`config.mk`:
```
export PLATFORM = sky130hd
export DESIGN_NAME = fifo_stream_reader
export DESIGN_NICKNAME = d
export VERILOG_FILES = /design/src/rtl/fifo_stream_reader.sv
export SDC_FILE = /design/constraint.sdc
export NUM_CORES = 1
export LEC_CHECK = 0
export BUFFER_PORTS_ARGS = -buffer_cell sky130_fd_sc_hd__buf_2
export CAP_MARGIN = 20
export CORE_MARGIN = 5
export CORE_UTILIZATION = 40
export DETAILED_ROUTE_END_ITERATION = 8
export PLACE_DENSITY_LB_ADDON = 0.12
export SYNTH_ARGS = -nofsm -noshare
export SYNTH_HDL_FRONTEND = slang
export SYNTH_SLANG_ARGS = --single-unit
```
`constraint.sdc`:
```
create_clock -name rdclk -period 5.01 [get_ports rdclk]
set_input_delay 0.501 -clock rdclk [delete_from_list [all_inputs] [get_ports rdclk]]
set_output_delay 0.501 -clock rdclk [all_outputs]
set_load 0.05 [all_outputs]
```
`src/rtl/fifo_stream_reader.sv`:
```
// Read-side consumer for the async FIFO: issues reads, absorbs the 1-cycle read latency
// in a 2-entry skid buffer and emits a burst-framed valid/ready stream. Optional: FIFO_RD_COUNT_EN.
module fifo_stream_reader #(
    parameter int WIDTH     = 8,
    parameter int BURST_LEN = 16
) (
    input  logic             rdclk,
    input  logic             reset,
    input  logic             en,
    output logic             fifo_re,
    input  logic [WIDTH-1:0] fifo_dataout,
    input  logic             fifo_empty,
    output logic [WIDTH-1:0] out_data,
    output logic             out_valid,
    input  logic             out_ready,
    output logic             out_last,
    output logic             idle
`ifdef FIFO_RD_COUNT_EN
    ,
    output logic [31:0]      rd_count,
    input  logic             cnt_clr
`endif
);

    localparam logic [15:0] LAST_IDX = 16'(BURST_LEN - 1);

    logic [1:0]       occ;
    logic             pend;
    logic             head;
    logic             tail;
    logic [15:0]      bcnt;
    logic [WIDTH-1:0] entry [2];

    logic             pop;
    logic             push;
    logic [2:0]       level;

    assign pop  = out_valid & out_ready;
    assign push = pend;

    // Words owed to the buffer after this cycle's pop; reading only while below 2
    // means an in-flight word always has a slot, and out_ready feeds fifo_re directly.
    assign level   = {1'b0, occ} + {2'b00, pend} - {2'b00, pop};
    assign fifo_re = !reset & en & !fifo_empty & (level < 3'd2);

    assign out_valid = (occ != 2'd0);
    assign out_data  = entry[head];
    assign out_last  = out_valid & (bcnt == LAST_IDX);
    assign idle      = (occ == 2'd0) & !pend;

    always_ff @(posedge rdclk) begin
        if (reset) begin
            occ      <= 2'd0;
            pend     <= 1'b0;
            head     <= 1'b0;
            tail     <= 1'b0;
            bcnt     <= 16'd0;
            entry[0] <= '0;
            entry[1] <= '0;
        end else begin
            pend <= fifo_re;
            if (push) begin
                entry[tail] <= fifo_dataout;
                tail        <= ~tail;
            end
            if (pop) begin
                head <= ~head;
                bcnt <= (bcnt == LAST_IDX) ? 16'd0 : bcnt + 16'd1;
            end
            case ({push, pop})
                2'b10:   occ <= occ + 2'd1;
                2'b01:   occ <= occ - 2'd1;
                default: occ <= occ;
            endcase
        end
    end

    // A returning word must never find the buffer full without a pop making room.
    assert property (@(posedge rdclk) disable iff (reset) !(pend && (occ == 2'd2) && !pop));

`ifdef FIFO_RD_COUNT_EN
    always_ff @(posedge rdclk) begin
        if (reset || cnt_clr) begin
            rd_count <= 32'd0;
        end else if (pop) begin
            rd_count <= rd_count + 32'd1;
        end
    end
`endif

endmodule
```
# After elaboration in Yosys (flattened, before gate mapping)
# Memories as Yosys holds them, arrays and structs flattened. A register that Yosys moved wholly into a read port is not among the register bits.
# Index checks and enable logic that the tools add are counted.
# totals
output_inout_bits	12
ramBits	16
mem_count	1
ff_bits	21
input_bits	13
elab_cells	42
# classes
addsub	5
reduce_logical	7
bitwise_logic	8
n_eq_ne	3
muxes	12
magnitude_cmp	1
# mem_list
memory	words	width	read_ports	rd_clocked_by_memory_dff	wr	line	rtl
entry	2	8	1	1	2	32	logic [WIDTH-1:0] entry [2];
# ops
op	n
$add A16 B1 Y16 const B	1
$eq A16 B4 Y1 const B	1
$mux W16	1
$mux W1	9
$mux W8	1
$reduce_or A8 Y1	1
$and A1 B1 Y1	6
$pmux W2 S2	1
$reduce_bool A2 Y1	2
$add A2 B1 Y3	1
$logic_not A1 Y1	3
$lt A3 B2 Y1 const B	1
$sub A3 B1 Y3	1
$add A2 B1 Y2 const B	1
$eq A2 B1 Y1 const B	1
$eq A2 B2 Y1 const B	1
$logic_not A2 Y1	1
$not A1 Y1	2
$sub A2 B1 Y2 const B	1

# Depth between registers and ports, before layout
# depth
ltp_word	5
depth_mapped	6
depth_no_buf	5

# Worst setup path before layout
# OpenSTA, ideal clock, no wires.
# synth_timing
path_kind	reg-to-output
from	register occ[1]
to	output port fifo_re
t_required_ns	4.509
slack_ns	2.357
stages_incl_launch_ff	7
arrival_ns	2.152
n_path_buf	1
cell_sequence	dfxtp_1 > buf_2 > o21ai_2 > nor2_1 > fa_1 > nand4bb_1 > nor2_1
# synth_via
elab_chain_len	5
word_cells_on_any_way	6
cone_classes	add/sub: 2; order compare: 1; bitwise: 2; reduce/logical: 1
# synth_lines
element	line	rtl
from (decl)	27	logic [1:0] occ;
from (signal assigned)	71	2'b10: occ <= occ + 2'd1;
from (signal assigned)	72	2'b01: occ <= occ - 2'd1;
parallel branches: the longest is 2 deep, another holds $add A2 B1 Y3	--	
$sub A3 B1 Y3 *	43	assign level = {1'b0, occ} + {2'b00, pend} - {2'b00, pop};
$lt A3 B2 Y1 *	44	assign fifo_re = !reset & en & !fifo_empty & (level < 3'd2);
$and A1 B1 Y1 *	44	
to (decl)	10	output logic fifo_re,
# Every way passes the cells marked *.

# Final worst setup path
# Ends and elaborated chain as after synthesis.

==> run summary <==
Primary FF master, synth: dfxtp_1
Synth Register Bits: 38
peak supply drop: 0.000135 V
largest net degree at the start of global routing: 15
via density per instance: 5.14
cell mode on critical path: nor2_1
grt ovf: 0
average wire per standard cell: 13.4 um
clock buffer depth: 2
Pwr Density: 362 nW/um^2
CP Max Fanout: 9
register area: 921 um^2
RSZ-0062 raised after global routing: false
Yosys cell types: 35
GRT Total Usage: 11.9%
Synth Warn #: 0
Pleak: 0.784 nW
fmax: 368 MHz
HP Class: primary input to flip-flop
Mapped Area: 1810 um^2
core region area: 4380 um^2
routed via count: 1265
R2R depth: 3
Worst path depth: 6
Setup TNS: 0 ps
Routed WL: 3310 um
Slew HR: 31.7%
P&R area growth vs syn: 15.8%
Max-cap violations: 0
asr flop ratio synth: 0%
Final setup viols: 0
pins over their slew limit: 0
crit-path max cell delay: 520 ps
io pins: 25
initial DRC count: 28
vias in the first global route: 1288
Critical Path Start Type: flip-flop
fillers: 424
R2R Path Start: pend
Die W: 77.2 um
clock root buffer: clkbuf_8
row cnt: 24
slowest stage cell on the critical path: fa_1
number of enable flip-flop cells after synthesis: 16
syn_nets: 184
Buf/Inv on CP: 1
Initial DRT Pass Iterations: 4
fraction of layout cells with a size suffix above 1: 24.7%
slew of the pin with the lowest slew margin: 1020 ps
final non-filler cell total: 246
dpl cells: 238
Final HPWL DP: 2420 um
CTS tree: yes
synthesized instance count: 169
fin crit share: 54.3%
final net count: 208
flop-to-flop setup slack: 2850 ps
Clock Sinks: 38
CTS Hold Bufs: 0
clock skew: 6.20 ps
area of the multi-input gates: 843 um^2
Port Buffers: 24
Worst Setup EP: fifo_re
CP endpoint kind: primary output
ant diodes: 0
CTS Buf Count: 5
cts repair resizes: 0
Clock Pin Slew Worst Setup and Hold Paths: 80 ps
final hold vios: 0
buffers inserted by post-CTS timing repair: 0
GPL Wtd Cong: 0.840
Post-DRT Antenna Nets: 0
R2R Path End: entry[1][0]
DRC viols: 0
WS Path Type: flip-flop to primary output
CTS H-tree depth: 2
Die H: 77.2 um
Period minus WS final: 2720 ps
Die ar.: 5960 um^2
Critical Path RT: 4510 ps
Setup crit start: occ[1]
initial antenna violation count: 0
CP delay by family, top: adder cells
Starting Density: 41.2%
WP data arrival: 2220 ps
status: completed
sequential element share of the synthesized area: 50.9%
first-pass GRT wire length: 5830 um
CP Cell Sequence: o21ai_2 -> nor2_1 -> fa_1 -> nand4bb_1 -> nor2_1 -> buf_2
clock latency on the worst-skew pair: 290 ps
Syn Area/Cell: 10.7 um^2
==> flip-flops by register name, indices dropped and copies added, names as in the netlist, named ones only <==
signal / cells
head: 1
pend: 1
tail: 1
bcnt: 16
entry: 16
occ: 2
==> layer usage <==
layer  wire [um]  global-route usage [%]  part of all wire (%)
met5           0                       0                     0
met2        1580                    19.7                    48
met3         178                    4.22                   5.4
met4          85                    6.53                   2.6
met1        1460                    13.3                    44
==> synthesized netlist by cell type, drive strengths merged (4+ instances only) <==
master	number	area, um^2
nor2	21	78.8
nand4	4	40.0
dfxtp	22	440
xnor2	13	114
and2	16	100
nor4	8	65.1
o21ai	4	23.8
nor3	5	25.0
xor2	4	35.0
a21oi	6	30.0
nand2	8	30.0
buf	5	25.0
mux2	8	90.1
edfxtp	16	480
nand3	5	25.0
==> where the power goes <==
part / total (mW) / internal (mW) / switching (mW)
Sequential: 0.349 / 0.336 / 0.0137
Combinational: 0.107 / 0.0344 / 0.0725
Clock: 0.302 / 0.197 / 0.105
Total: 0.758 / 0.567 / 0.191
==> per-stage QoR <==
step	setup slack, ps	hold slack [ps]	util, %	cell area [um^2]	power [mW]
2_1_floorplan	2360	480	-	1810	0.442
3_3_place_gp	2590	495	44.7	1960	0.463
3_5_place_dp	2570	505	44.7	1960	0.465
4_1_cts	2260	488	47.7	2090	0.767
5_1_grt	2150	496	47.7	2090	0.790
6_report	2290	493	47.7	2090	0.758
==> cells by family (layout without fill, tap and decap cells) <==
family,count (synthesis),in the layout,share of synthesized area [%]
AOI/OAI and AO/OA,16,16,6.99
muxes,8,8,4.98
adders and majority gates,2,2,1.80
xor gates and xnor gates,17,17,8.24
and+or+nand+nor,78,78,24.6
DFF,38,38,50.9
buffers and inverters,10,35,2.42
==> layout make-up <==
cell class / count / area share [%]
flip-flops and latches: 38 / 44.0
multi-input cells: 121 / 40.3
repair buffers: 24 / 5.74
clock buffers: 5 / 3.29
well taps: 52 / 3.11
clock inverters: 3 / 3.05
inverters: 3 / 0.538
==> how the worst min path moves through the flow <==
stage,slack [ps],to,cells after the start,start
after floorplan,480,bcnt[14],2,bcnt[14]
after global placement,500,head,2,head
after detailed placement,500,head,2,head
after CTS,490,entry[1][1],2,fifo_dataout[1]
after global routing,500,entry[1][3],2,fifo_dataout[3]
final,490,entry[1][1],2,fifo_dataout[1]
==> worst register-to-register path: stages, from the launching register on <==
cell	delay [ps]
dfxtp_1	480
inv_1	140
nor3b_1	840
or2_2	400
==> placed cells by master, fill, tap and decap left out <==
cell	n
nand4bb_1	1
a21oi_1	6
buf_2	24
nor2b_1	1
inv_1	3
o2111ai_4	1
clkbuf_8	5
fa_1	1
clkinv_1	1
o21ai_2	1
mux2_2	8
edfxtp_1	16
and2_1	16
nor4_4	1
and4_2	1
bufinv_16	2
and4_1	1
nand3_1	5
nand4_1	3
nor3b_1	1
nor4_1	7
nand2_1	8
a2111oi_2	1
or3_1	1
xor2_1	4
o21bai_1	2
a2111oi_0	1
dfxtp_1	22
nor2_1	21
nor3_1	5
ha_1	1
o21ai_0	3
or2_2	3
o21a_1	1
nand4_4	1
and3_1	2
xnor2_1	13
(Power assumes the default switching activity.)
